===== src/rtl/mem_arbiter.sv =====
// Two-port (instruction/data) arbiter onto a single-cycle memory port.
// Define ARB_ROUND_ROBIN_EN for round-robin on contention; otherwise the data port has fixed priority.
module mem_arbiter #(
    parameter int AW = 32,
    parameter int DW = 32
) (
    input  logic          clk,
    input  logic          rst,
    input  logic          i_req,
    input  logic [AW-1:0] i_addr,
    output logic [DW-1:0] i_rdata,
    output logic          i_ack,
    input  logic          d_req,
    input  logic          d_we,
    input  logic [AW-1:0] d_addr,
    input  logic [DW-1:0] d_wdata,
    output logic [DW-1:0] d_rdata,
    output logic          d_ack,
    output logic          m_we,
    output logic [AW-1:0] m_addr,
    output logic [DW-1:0] m_wdata,
    input  logic [DW-1:0] m_rdata
);

    // state | meaning
    // IDLE  | waiting for an eligible request; memory port holds, m_we low
    // GNT_I | instruction address on memory port for one cycle
    // GNT_D | data read/write on memory port for one cycle
    typedef enum logic [1:0] {IDLE, GNT_I, GNT_D} state_t;

    state_t state;
    logic   i_elig;
    logic   d_elig;
    logic   pick_i;
    logic   pick_d;

    // A port whose ack is high this cycle must not be regranted on its still-held request.
    assign i_elig = i_req & ~i_ack;
    assign d_elig = d_req & ~d_ack;

`ifdef ARB_ROUND_ROBIN_EN
    logic last_d;

    assign pick_d = d_elig & (~i_elig | ~last_d);

    always_ff @(posedge clk or posedge rst) begin
        if (rst) begin
            last_d <= 1'b1;
        end else if (state == IDLE && (pick_i || pick_d)) begin
            last_d <= pick_d;
        end
    end
`else
    assign pick_d = d_elig;
`endif

    assign pick_i = i_elig & ~pick_d;

    always_ff @(posedge clk or posedge rst) begin
        if (rst) begin
            state   <= IDLE;
            i_ack   <= 1'b0;
            d_ack   <= 1'b0;
            m_we    <= 1'b0;
            m_addr  <= '0;
            m_wdata <= '0;
            i_rdata <= '0;
            d_rdata <= '0;
        end else begin
            i_ack <= 1'b0;
            d_ack <= 1'b0;
            case (state)
                IDLE: begin
                    m_we <= 1'b0;
                    if (pick_d) begin
                        m_addr  <= d_addr;
                        m_we    <= d_we;
                        m_wdata <= d_wdata;
                        state   <= GNT_D;
                    end else if (pick_i) begin
                        m_addr <= i_addr;
                        state  <= GNT_I;
                    end
                end
                GNT_I: begin
                    i_rdata <= m_rdata;
                    i_ack   <= 1'b1;
                    m_we    <= 1'b0;
                    state   <= IDLE;
                end
                GNT_D: begin
                    if (!m_we) begin
                        d_rdata <= m_rdata;
                    end
                    d_ack <= 1'b1;
                    m_we  <= 1'b0;
                    state <= IDLE;
                end
                default: begin
                    m_we  <= 1'b0;
                    state <= IDLE;
                end
            endcase
        end
    end

endmodule


===== config.mk =====
export PLATFORM = sky130hd
export DESIGN_NAME = mem_arbiter
export DESIGN_NICKNAME = d
export VERILOG_FILES = /design/src/rtl/mem_arbiter.sv
export SDC_FILE = /design/constraint.sdc
export NUM_CORES = 1
export LEC_CHECK = 0
export ABC_AREA = 1
export BUFFER_PORTS_ARGS = -buffer_cell sky130_fd_sc_hd__buf_2
export CAP_MARGIN = 30
export CORE_MARGIN = 2
export CORE_UTILIZATION = 35
export CTS_BUF_LIST = sky130_fd_sc_hd__clkbuf_8
export CTS_CLUSTER_SIZE = 8
export DETAILED_ROUTE_END_ITERATION = 10
export PLACE_DENSITY = 0.61
export SLEW_MARGIN = 40
export SYNTH_ARGS = -nofsm -noshare
export SYNTH_HDL_FRONTEND = slang
export SYNTH_SLANG_ARGS = --single-unit
export TNS_END_PERCENT = 20

===== constraint.sdc =====
create_clock -name clk -period 5.7 [get_ports clk]
set_input_delay 0.57 -clock clk [delete_from_list [all_inputs] [get_ports clk]]
set_output_delay 0.57 -clock clk [all_outputs]
set_load 0.02 [all_outputs]

==> impl_summary.txt, run 1 <==
----------------------------------------------------
[Yosys]
  Syn_area_per_cell ... 8.47 um^2
  Post-synthesis register bit count ... 133
  Seq/Total Area, Yosys ... 61.3%
  Yosys warnings ... 0
  Synthesized netlist cell count ... 641
  Synthesized netlist net count ... 774
  Fraction of synthesized cell area taken by the top area cell type ... 61.3%
  Synth area leaders ... dfrtp_1 (61%), nand2_1 (22%), nand3_1 (2.9%)
  Cell type contributing the most total cell area after synthesis ... dfrtp_1
  Cell variety after synth ... 14
  Cell area after technology mapping ... 0.00543 mm^2

[Timing]
  Worst setup skew after layout ... 0.0111 ns
  Count of pins over their slew limit ... 0
  Setup TNS ... 0 ns
  Highest clock frequency the design can meet ... 0.428 GHz
  Actual transition at the worst max-transition pin ... 0.673 ns
  Final Hold Viols ... 0
  Endpoints failing setup ... 0
  RSZ-0062 raised after global routing ... false
  Final min period ... 2.34 ns
  Max-slew headroom ... 55.0%
  Share of the cycle needed by the critical path after routing ... 41.0%
  Worst hold slack ... 0.203 ns

[GRT]
  Met1 layer usage reported by global route ... 22.2%
  Global routing's busiest layer ... met2
  Wire length of the first global-routing pass ... 22700 um
  Overall fraction of global-route tracks in use ... 17.5%
  GR Util met3 ... 5.95%
  Met2 Track Usage GR ... 28.5%
  GR Overflow Total ... 0
  Antenna violations before repair ... 0
  Maximum number of pins on one net before global-route repair ... 85
  Vias in the first global route ... 4476

[Power]
  LEAKAGE ... 4.31 nW
  Worst IR drop on VDD ... 0.279 mV
  Pwr dens ... 558 mW/mm^2
  Power consumption ... 0.00405 W

[Run]
  Number of maximum-capacitance violations ... 0

[Critical path]
  Crit Path Max Fanout ... 33
  Nature of the critical path startpoint ... register
  Endpoint required time on the critical path ... 6.01 ns
  Critical path class ... register to register
  Data arrival time of the worst path ... 2.65 ns
  Kind of end point of the critical path ... register

[Clock tree]
  CTS clock-pin slew for the worst setup and hold paths ... 0.08 ns
  Root Buffer ... clkbuf_8
  Clock latency of the later-clocked register in the worst-skew pair ... 0.43 ns
  Number of H-tree levels ... 4
  Deepest clock path buffer count ... 2
  Clock net sink count ... 133
  Buffers inserted by post-CTS timing repair ... 0
  Clock tree from TritonCTS ... yes
  Number of cells upsized or downsized after cts ... 0
  Number of hold-repair buffers added at the cts stage ... 0
  Number of buffers created by CTS ... 17

[Finish]
  Final net count ... 1022
  Sequential Area ... 0.00333 mm^2
  Layout cell share with drive strength beyond 1 ... 34.1%
  Diode insertion count for antenna repair ... 0
  Synthesis-to-layout area growth ... 33.7%
  Area taken by multi-input logic gates ... 0.00178 mm^2
  Post-route standard cell area excluding fillers ... 0.00726 mm^2
  Fraction of the core area covered by cells at the end of the flow ... 47.8%
  Number of inserted filler cells in the final layout ... 1559

[Die]
  Effective utilization at floorplan ... 35.7%
  Total number of placement rows ... 45
  Core footprint ... 0.0152 mm^2
  Die footprint ... 0.0165 mm^2
  Die H ... 129 um
  Die width ... 129 um
  Ports placed on the boundary ... 264

[Route]
  Number of nets with antenna violations after detailed routing ... 0
  Vias/cell ... 4.44
  Final routed wirelength across all metal layers ... 14400 um
  Post-route DRC violation count ... 0
  Iter 0 DRT Violations ... 169
  Routed vias ... 4835
  Routed len/inst ... 13.2 um
  First-pass DRT Iterations ... 4

[Placement]
  Instance area after placement ... 0.00683 mm^2
  Count of port buffers added during placement ... 263
  HPWL after detailed placement ... 9840 um
  Weighted congestion reported at the end of routability-driven placement ... 0.740

[Outcome]
  Outcome ... completed

[Min path]
  Hold/Removal Path Class ... primary input to async pin

----------------------------------------------------
-- layout by cell type, fill, tap and decap left out, drive strengths merged --
cell type | Yosys | final
inv | 42 | 44
clkbuf | 9 | 18
nor2 | 6 | 6
dfrtp | 133 | 133
o21ai | 64 | 64
clkinv | 0 | 5
nand3 | 32 | 32
bufinv | 0 | 4
nand2 | 329 | 329
buf | 26 | 264
clkinvlp | 0 | 3
-- sequential cells by signal (all words and copies together) (netlist names) --
signal,flops
m_addr,32
state,2
m_we,1
m_wdata,32
d_ack,1
i_ack,1
i_rdata,32
d_rdata,32
-- worst max-delay path, stage by stage, from the launching register on --
cell and delay, ns:
dfrtp_1 0.44, inv_2 0.43, nand2_2 0.51, nand2_1 0.20, nand2_2 0.37, nand2_1 0.18
nand2_1 0.07
-- layout make-up --
class / instances / share of cell area, %
Sequential cell: 133 / 45.8
Multi-Input combinational cell: 431 / 24.5
Timing Repair Buffer: 264 / 18.2
Clock buffer: 18 / 3.41
Tap cell: 188 / 3.24
Clock inverter: 14 / 2.53
Inverter: 42 / 2.28
-- cells in the mapped netlist (all sizes together) --
cell type / n
buf: 26
clkbuf: 9
dfrtp: 133
inv: 42
nand2: 329
nand3: 32
nor2: 6
o21ai: 64
-- through the flow --
step,worst slack [ns],std cells
6_report,3.36,1090
5_1_grt,3.08,1090
4_1_cts,3.28,1090
3_5_place_dp,3.00,1058
3_3_place_gp,3.05,1058
2_1_floorplan,1.58,641
-- path summary, 6_finish.rpt --
path                            slack (ns)  cells after the start        start           to
max in group asynchronous             4.40                      3          rst  i_rdata[28]
min in group clk                      0.33                      3  d_wdata[24]  m_wdata[24]
worst min-delay path                  0.20                      2          rst  i_rdata[27]
worst min register to register        0.48                      2   m_addr[30]   m_addr[30]
worst max register to register        3.36                      6        d_ack   m_addr[11]
worst max-delay path                  3.36                      6        d_ack   m_addr[11]
-- routing by layer --
metal	vias up	part of all wire, %
li1	2473	-
met1	2191	45
met2	162	46
met3	9	7.8
met4	0	1.1
met5	-	0
-- logic make-up (layout without fill, tap and decap cells) --
group / Yosys count / count (layout) / synth area share (%)
simple gates: 367 / 367 / 26.6
buf+inv: 77 / 338 / 6.24
flops: 133 / 133 / 61.3
compound gates: 64 / 64 / 5.90
-- power breakdown --
group          internal, W  switching, W  total, W
combinational     0.000514       0.00110   0.00162
sequential         0.00135      0.000218   0.00157
clock             0.000486      0.000376  0.000861
total              0.00235       0.00170   0.00405
Note: power is estimated with default switching activity, not from simulation.
==> inputs of run 2 (changes only) <==
==> constraint.sdc (replaced) <==
create_clock -name clk -period 2.35 [get_ports clk]
set_input_delay 0.235 -clock clk [delete_from_list [all_inputs] [get_ports clk]]
set_output_delay 0.235 -clock clk [all_outputs]
set_load 0.02 [all_outputs]
==> run 2 against run 1 <==
Clock skew is essentially flat. Power rose by 140%. Sequential share of layout area is 2.3 points lower. Global-route usage is 1.3 points higher. Wire length up 5.9%. Clock power grew 120%. First-iteration DRC count shrank 11%. Flip-flop and latch count unchanged. Highest routed layer unchanged.
==> impl_summary.txt, run 2 (synthesis results as in run 1) <==
----------------------------------------------------
[Critical path]
  Data arrival time of the worst path ... 1.87 ns
  Crit Path Max Fanout ... 32
  Nature of the critical path startpoint ... register
  Kind of end point of the critical path ... register
  Critical path class ... register to register
  Endpoint required time on the critical path ... 2.72 ns

[Outcome]
  Outcome ... completed

[Timing]
  Count of pins over their slew limit ... 0
  Final Hold Viols ... 0
  Share of the cycle needed by the critical path after routing ... 64.1%
  Actual transition at the worst max-transition pin ... 0.581 ns
  Final min period ... 1.51 ns
  Endpoints failing setup ... 0
  Setup TNS ... 0 ns
  RSZ-0062 raised after global routing ... false
  Worst setup skew after layout ... 0.0111 ns
  Max-slew headroom ... 61.1%
  Highest clock frequency the design can meet ... 0.664 GHz

[Placement]
  HPWL after detailed placement ... 10500 um
  Instance area after placement ... 0.00691 mm^2
  Weighted congestion reported at the end of routability-driven placement ... 0.790
  Count of port buffers added during placement ... 263
  Placed Instances ... 1066

[Route]
  Top routing layer in use ... met4
  First-pass DRT Iterations ... 4
  Metal-1 WL ... 6780 um
  Post-route DRC violation count ... 0
  Routed vias ... 4995
  Final routed wirelength across all metal layers ... 15300 um
  Iter 0 DRT Violations ... 150
  Number of nets with antenna violations after detailed routing ... 0
  Sum of met2 wire segment lengths after detailed routing ... 6970 um
  Total length of routed met3 wires ... 1250 um
  Vias/cell ... 4.42
  Routed len/inst ... 13.5 um

[Power]
  Switching power ... 0.00414 W
  Portion of total power attributed to combinational logic ... 41.4%
  Clock network fraction of total power ... 19.5%
  Internal power ... 0.00560 W
  LEAKAGE ... 4.48 nW
  Sequential group share of total power ... 39.2%
  Worst IR drop on VDD ... 0.628 mV
  Pwr dens ... 1270 mW/mm^2
  Sw Share ... 42.5%

[GRT]
  Antenna violations before repair ... 0
  Maximum number of pins on one net before global-route repair ... 70
  GR Overflow Total ... 0
  Vias in the first global route ... 4833
  Wire length of the first global-routing pass ... 24400 um
  Overall fraction of global-route tracks in use ... 18.8%

[Clock tree]
  Clock latency of the later-clocked register in the worst-skew pair ... 0.44 ns
  Deepest clock path buffer count ... 2
  Root Buffer ... clkbuf_8
  Number of buffers created by CTS ... 17
  Clock net sink count ... 133
  Buffers inserted by post-CTS timing repair ... 0
  Number of H-tree levels ... 4
  CTS clock-pin slew for the worst setup and hold paths ... 0.08 ns
  Clock tree from TritonCTS ... yes

[Die]
  Die footprint ... 0.0165 mm^2
  Ports placed on the boundary ... 264
  Core footprint ... 0.0152 mm^2
  Total number of placement rows ... 45
  Die width ... 129 um
  Die H ... 129 um
  Effective utilization at floorplan ... 35.7%

[Finish]
  Count of placed standard cells in the final layout, fillers left out ... 1131
  Final net count ... 1064
  Layout cell share with drive strength beyond 1 ... 33.4%
  Synthesis-to-layout area growth ... 40.8%
  Area taken by multi-input logic gates ... 0.00177 mm^2
  Post-route standard cell area excluding fillers ... 0.00764 mm^2
  Leading cell type in the layout, fill and taps excluded ... nand2_1
  Diode insertion count for antenna repair ... 0
  Leading cell types in the layout, fill and taps excluded ... nand2_1 (323), buf_2 (263), dfrtp_1 (133)
  Sequential Area ... 0.00333 mm^2
  Number of inserted filler cells in the final layout ... 1481

[Min path]
  Hold/Removal Path Class ... primary input to register

[Run]
  Number of maximum-capacitance violations ... 0

----------------------------------------------------
## run 2: changes by cell type in the layout (fill, tap and decap cells not counted), sizes merged
cell | before | now
clkinvlp | 3 | 2
clkbuf | 18 | 19
inv | 44 | 43
dlygate4sd3 | 0 | 34
buf | 264 | 272
clkinv | 5 | 7
bufinv | 4 | 2
## run 2: cell type report
class	instances	area share, %
flip-flops and latches	133	43.5
clock inverters	12	1.70
clock buffers	19	3.42
inverters	42	2.11
repair buffers	306	23.0
well taps	188	3.08
multi-input cells	431	23.1
## run 2: power by group through the flow
stage / logic, W / clock network [W] / registers, W
finish: 0.00403 / 0.00190 / 0.00382
global route: 0.00445 / 0.00207 / 0.00395
CTS: 0.00408 / 0.00196 / 0.00381
detailed placement: 0.00405 / 0 / 0.00382
global placement: 0.00400 / 0 / 0.00384
floorplan: 0.00125 / 0 / 0.00508
## run 2: path summary, 6_finish.rpt
path,endpoint,slack [ns],cells past startpoint,from
worst min-delay path,d_rdata[7],0.04,3,m_rdata[7]
max in group asynchronous,m_wdata[26],1.20,4,rst
worst max-delay path,m_addr[27],0.84,6,d_ack
worst min register to register,m_wdata[8],0.48,2,m_wdata[8]
worst max register to register,m_addr[27],0.84,6,d_ack
min in group asynchronous,i_rdata[24],0.41,3,rst
## run 2: what timing repair did
item / 4_1_cts / 5_1_grt
hold endpoints to repair: 54 / 0
gates resized for setup: 0 / 0
hold buffers: 34 / 0
## run 2: worst max-delay path: stages (launching register included)
cell,delay (ns)
dfrtp_1,0.43
inv_2,0.06
nand2_2,0.18
nand2_1,0.09
nand2_2,0.44
nand2_1,0.13
nand2_1,0.09
## run 2: per-stage QoR
stage                     setup WS [ns]  power (W)  utilization (%)  hold WS [ns]
final                             0.845    0.00974             50.3        0.0430
after floorplan                   0.464    0.00633                -         0.341
after CTS                         0.788    0.00986             50.3       0.00565
after global placement            0.875    0.00784             45.5         0.319
after global routing              0.598     0.0105             50.3        0.0233
after detailed placement          0.811    0.00787             45.5         0.319
## run 2: routing by layer
layer,up-vias,global-route usage (%)
li1,2546,-
met1,2233,24.2
met2,197,30.4
met3,19,5.49
met4,0,7.03
met5,-,0
==> inputs of run 3 (changes only) <==
==> constraint.sdc (replaced) <==
create_clock -name clk -period 1.45 [get_ports clk]
set_input_delay 0.145 -clock clk [delete_from_list [all_inputs] [get_ports clk]]
set_output_delay 0.145 -clock clk [all_outputs]
set_load 0.02 [all_outputs]
==> run 3 against run 2 <==
Global-route usage rose by 0.60 points. Clock power up 46%. Flip-flop and latch count is the same. Design area up 9.1%. Register-to-register slack got worse by 0.66 ns. Via count is 6.9% higher. Core utilization grew 4.6 points. Hold slack worse by 0.0083 ns. First-iteration DRC count increased by 80%. Sequential share of layout area fell by 3.6 points. Wire length grew 4.1%. Critical endpoint is now m_addr[22]. Largest power group unchanged.
==> impl_summary.txt, run 3 (synthesis results as in run 1) <==
----------------------------------------------------
[Finish]
  Leading cell types in the layout, fill and taps excluded ... nand2_1 (323), buf_2 (263), dfrtp_1 (133)
  Leading cell type in the layout, fill and taps excluded ... nand2_1
  Layout cell share with drive strength beyond 1 ... 31.9%
  Final net count ... 1128
  Diode insertion count for antenna repair ... 0
  Synthesis-to-layout area growth ... 53.6%
  Post-route standard cell area excluding fillers ... 0.00834 mm^2
  Count of placed standard cells in the final layout, fillers left out ... 1196

[Timing]
  Final min period ... 1.27 ns
  Final Hold Viols ... 0
  Setup TNS ... 0 ns
  Worst setup skew after layout ... 0.00999 ns
  Highest clock frequency the design can meet ... 0.790 GHz
  Max-slew headroom ... 72.0%
  RSZ-0062 raised after global routing ... false
  Final setup slack of the worst path ... 0.184 ns
  Endpoints failing setup ... 0
  Count of pins over their slew limit ... 0
  Actual transition at the worst max-transition pin ... 0.419 ns
  Worst hold slack ... 0.0348 ns
  Share of the cycle needed by the critical path after routing ... 87.3%

[Power]
  Pwr dens ... 1900 mW/mm^2
  LEAKAGE ... 4.76 nW
  Worst IR drop on VDD ... 0.874 mV

[Critical path]
  Cell depth of the worst flop-to-flop path ... 7
  Critical-path cell list ... inv_2 > nand2_2 > nand2_1 > nand2_2 > buf_4 > nand2_1 > nand2_1
  Endpoint required time on the critical path ... 1.81 ns
  Data arrival time of the worst path ... 1.62 ns
  CP most frequent cell ... nand2_1
  Critical R2R Launch ... d_ack
  Crit Path Max Fanout ... 32
  Nature of the critical path startpoint ... register
  Critical-path cell with the highest stage delay ... dfrtp_1
  Reg-to-reg setup timing slack ... 0.18 ns
  Critical path class ... register to register
  Kind of end point of the critical path ... register
  Slowest stage delay, CP ... 0.42 ns
  Capturing point of the worst reg2reg path ... m_addr[22]

[Die]
  Ports placed on the boundary ... 264
  Effective utilization at floorplan ... 35.7%
  Core footprint ... 0.0152 mm^2
  Die width ... 129 um
  Die footprint ... 0.0165 mm^2
  Total number of placement rows ... 45
  Die H ... 129 um

[Min path]
  WHS Path Cells ... 5
  Hold/Removal Path Class ... primary input to register
  Hold Path Origin ... i_addr[31]
  Min-Delay Endpoint ... m_addr[31]

[Route]
  Routed vias ... 5341
  First-pass DRT Iterations ... 5
  Routed len/inst ... 13.3 um
  Final routed wirelength across all metal layers ... 15900 um
  Vias/cell ... 4.47
  Iter 0 DRT Violations ... 270
  Post-route DRC violation count ... 0
  Number of nets with antenna violations after detailed routing ... 0

[Placement]
  Pre-CTS setup slack ... 0.190 ns
  Placed Instances ... 1072
  Instance area after placement ... 0.00706 mm^2
  Count of port buffers added during placement ... 263
  HPWL after detailed placement ... 10700 um
  Weighted congestion reported at the end of routability-driven placement ... 0.812

[Run]
  Number of maximum-capacitance violations ... 0

[GRT]
  Wire length of the first global-routing pass ... 25300 um
  Maximum number of pins on one net before global-route repair ... 66
  GR Overflow Total ... 0
  Antenna violations before repair ... 0
  Vias in the first global route ... 5263
  Overall fraction of global-route tracks in use ... 19.4%

[Clock tree]
  Number of cells upsized or downsized after cts ... 0
  Deepest clock path buffer count ... 2
  CTS clock-pin slew for the worst setup and hold paths ... 0.07 ns
  Number of buffers created by CTS ... 17
  Clock net sink count ... 133
  Clock latency of the later-clocked register in the worst-skew pair ... 0.43 ns
  Root Buffer ... clkbuf_8
  Clock tree from TritonCTS ... yes
  Number of H-tree levels ... 4

[Outcome]
  Outcome ... completed

----------------------------------------------------
-- run 3: worst max-delay path by stage --
stage	slack, ns	cells after the start	to	startpoint
3_3_place_gp	0.23	7	m_addr[20]	d_ack
2_1_floorplan	-0.35	1	d_ack	rst
6_report	0.18	7	m_addr[22]	d_ack
5_1_grt	0.006	7	m_addr[10]	d_ack
4_1_cts	0.17	1	d_ack	d_ack
3_5_place_dp	0.19	7	m_addr[15]	d_ack
-- run 3: worst max-delay path, delay by kind of cell (launching register included) --
family / cells / cell delay, ns
DFF: 1 / 0.42
and+or+nand+nor: 5 / 0.40
buffers and inverters: 2 / 0.38
-- run 3: final cells by class --
type	instances	area, um^2
Inverter	42	161
Fill cell	1384	6860
Multi-Input combinational cell	431	1770
Sequential cell	133	3330
Tap cell	188	235
Clock buffer	19	262
Clock inverter	13	100
Timing Repair Buffer	370	2490
-- run 3: per-layer routing --
| layer | vias up | GRT usage, % | share of wire, % |
|---|---|---|---|
| met2 | 227 | 32.1 | 47 |
| met3 | 28 | 6.65 | 8.0 |
| li1 | 2681 | - | - |
| met4 | 0 | 7.48 | 2.4 |
| met5 | - | 0 | 0 |
| met1 | 2405 | 23.6 | 43 |
-- run 3: timing repair --
action / 4_1_cts / 5_1_grt
setup endpoints to repair: 0 / 0
hold buffers: 92 / 0
hold endpoints to repair: 133 / 0
setup buffers: 0 / 0
-- run 3: through the flow --
step                util, %  total power [W]
detailed placement     46.4           0.0130
global route           54.9           0.0170
finish                 54.9           0.0158
CTS                    54.9           0.0160
global placement       46.4           0.0129
floorplan                 -           0.0103
-- run 3: where the power goes --
group          leakage (nW)  total, W  switching, W  internal (W)
registers              1.65   0.00621      0.000881       0.00532
logic                  2.94   0.00685       0.00445       0.00239
clock network         0.176   0.00278       0.00149       0.00129
total                  4.76    0.0158       0.00683       0.00901
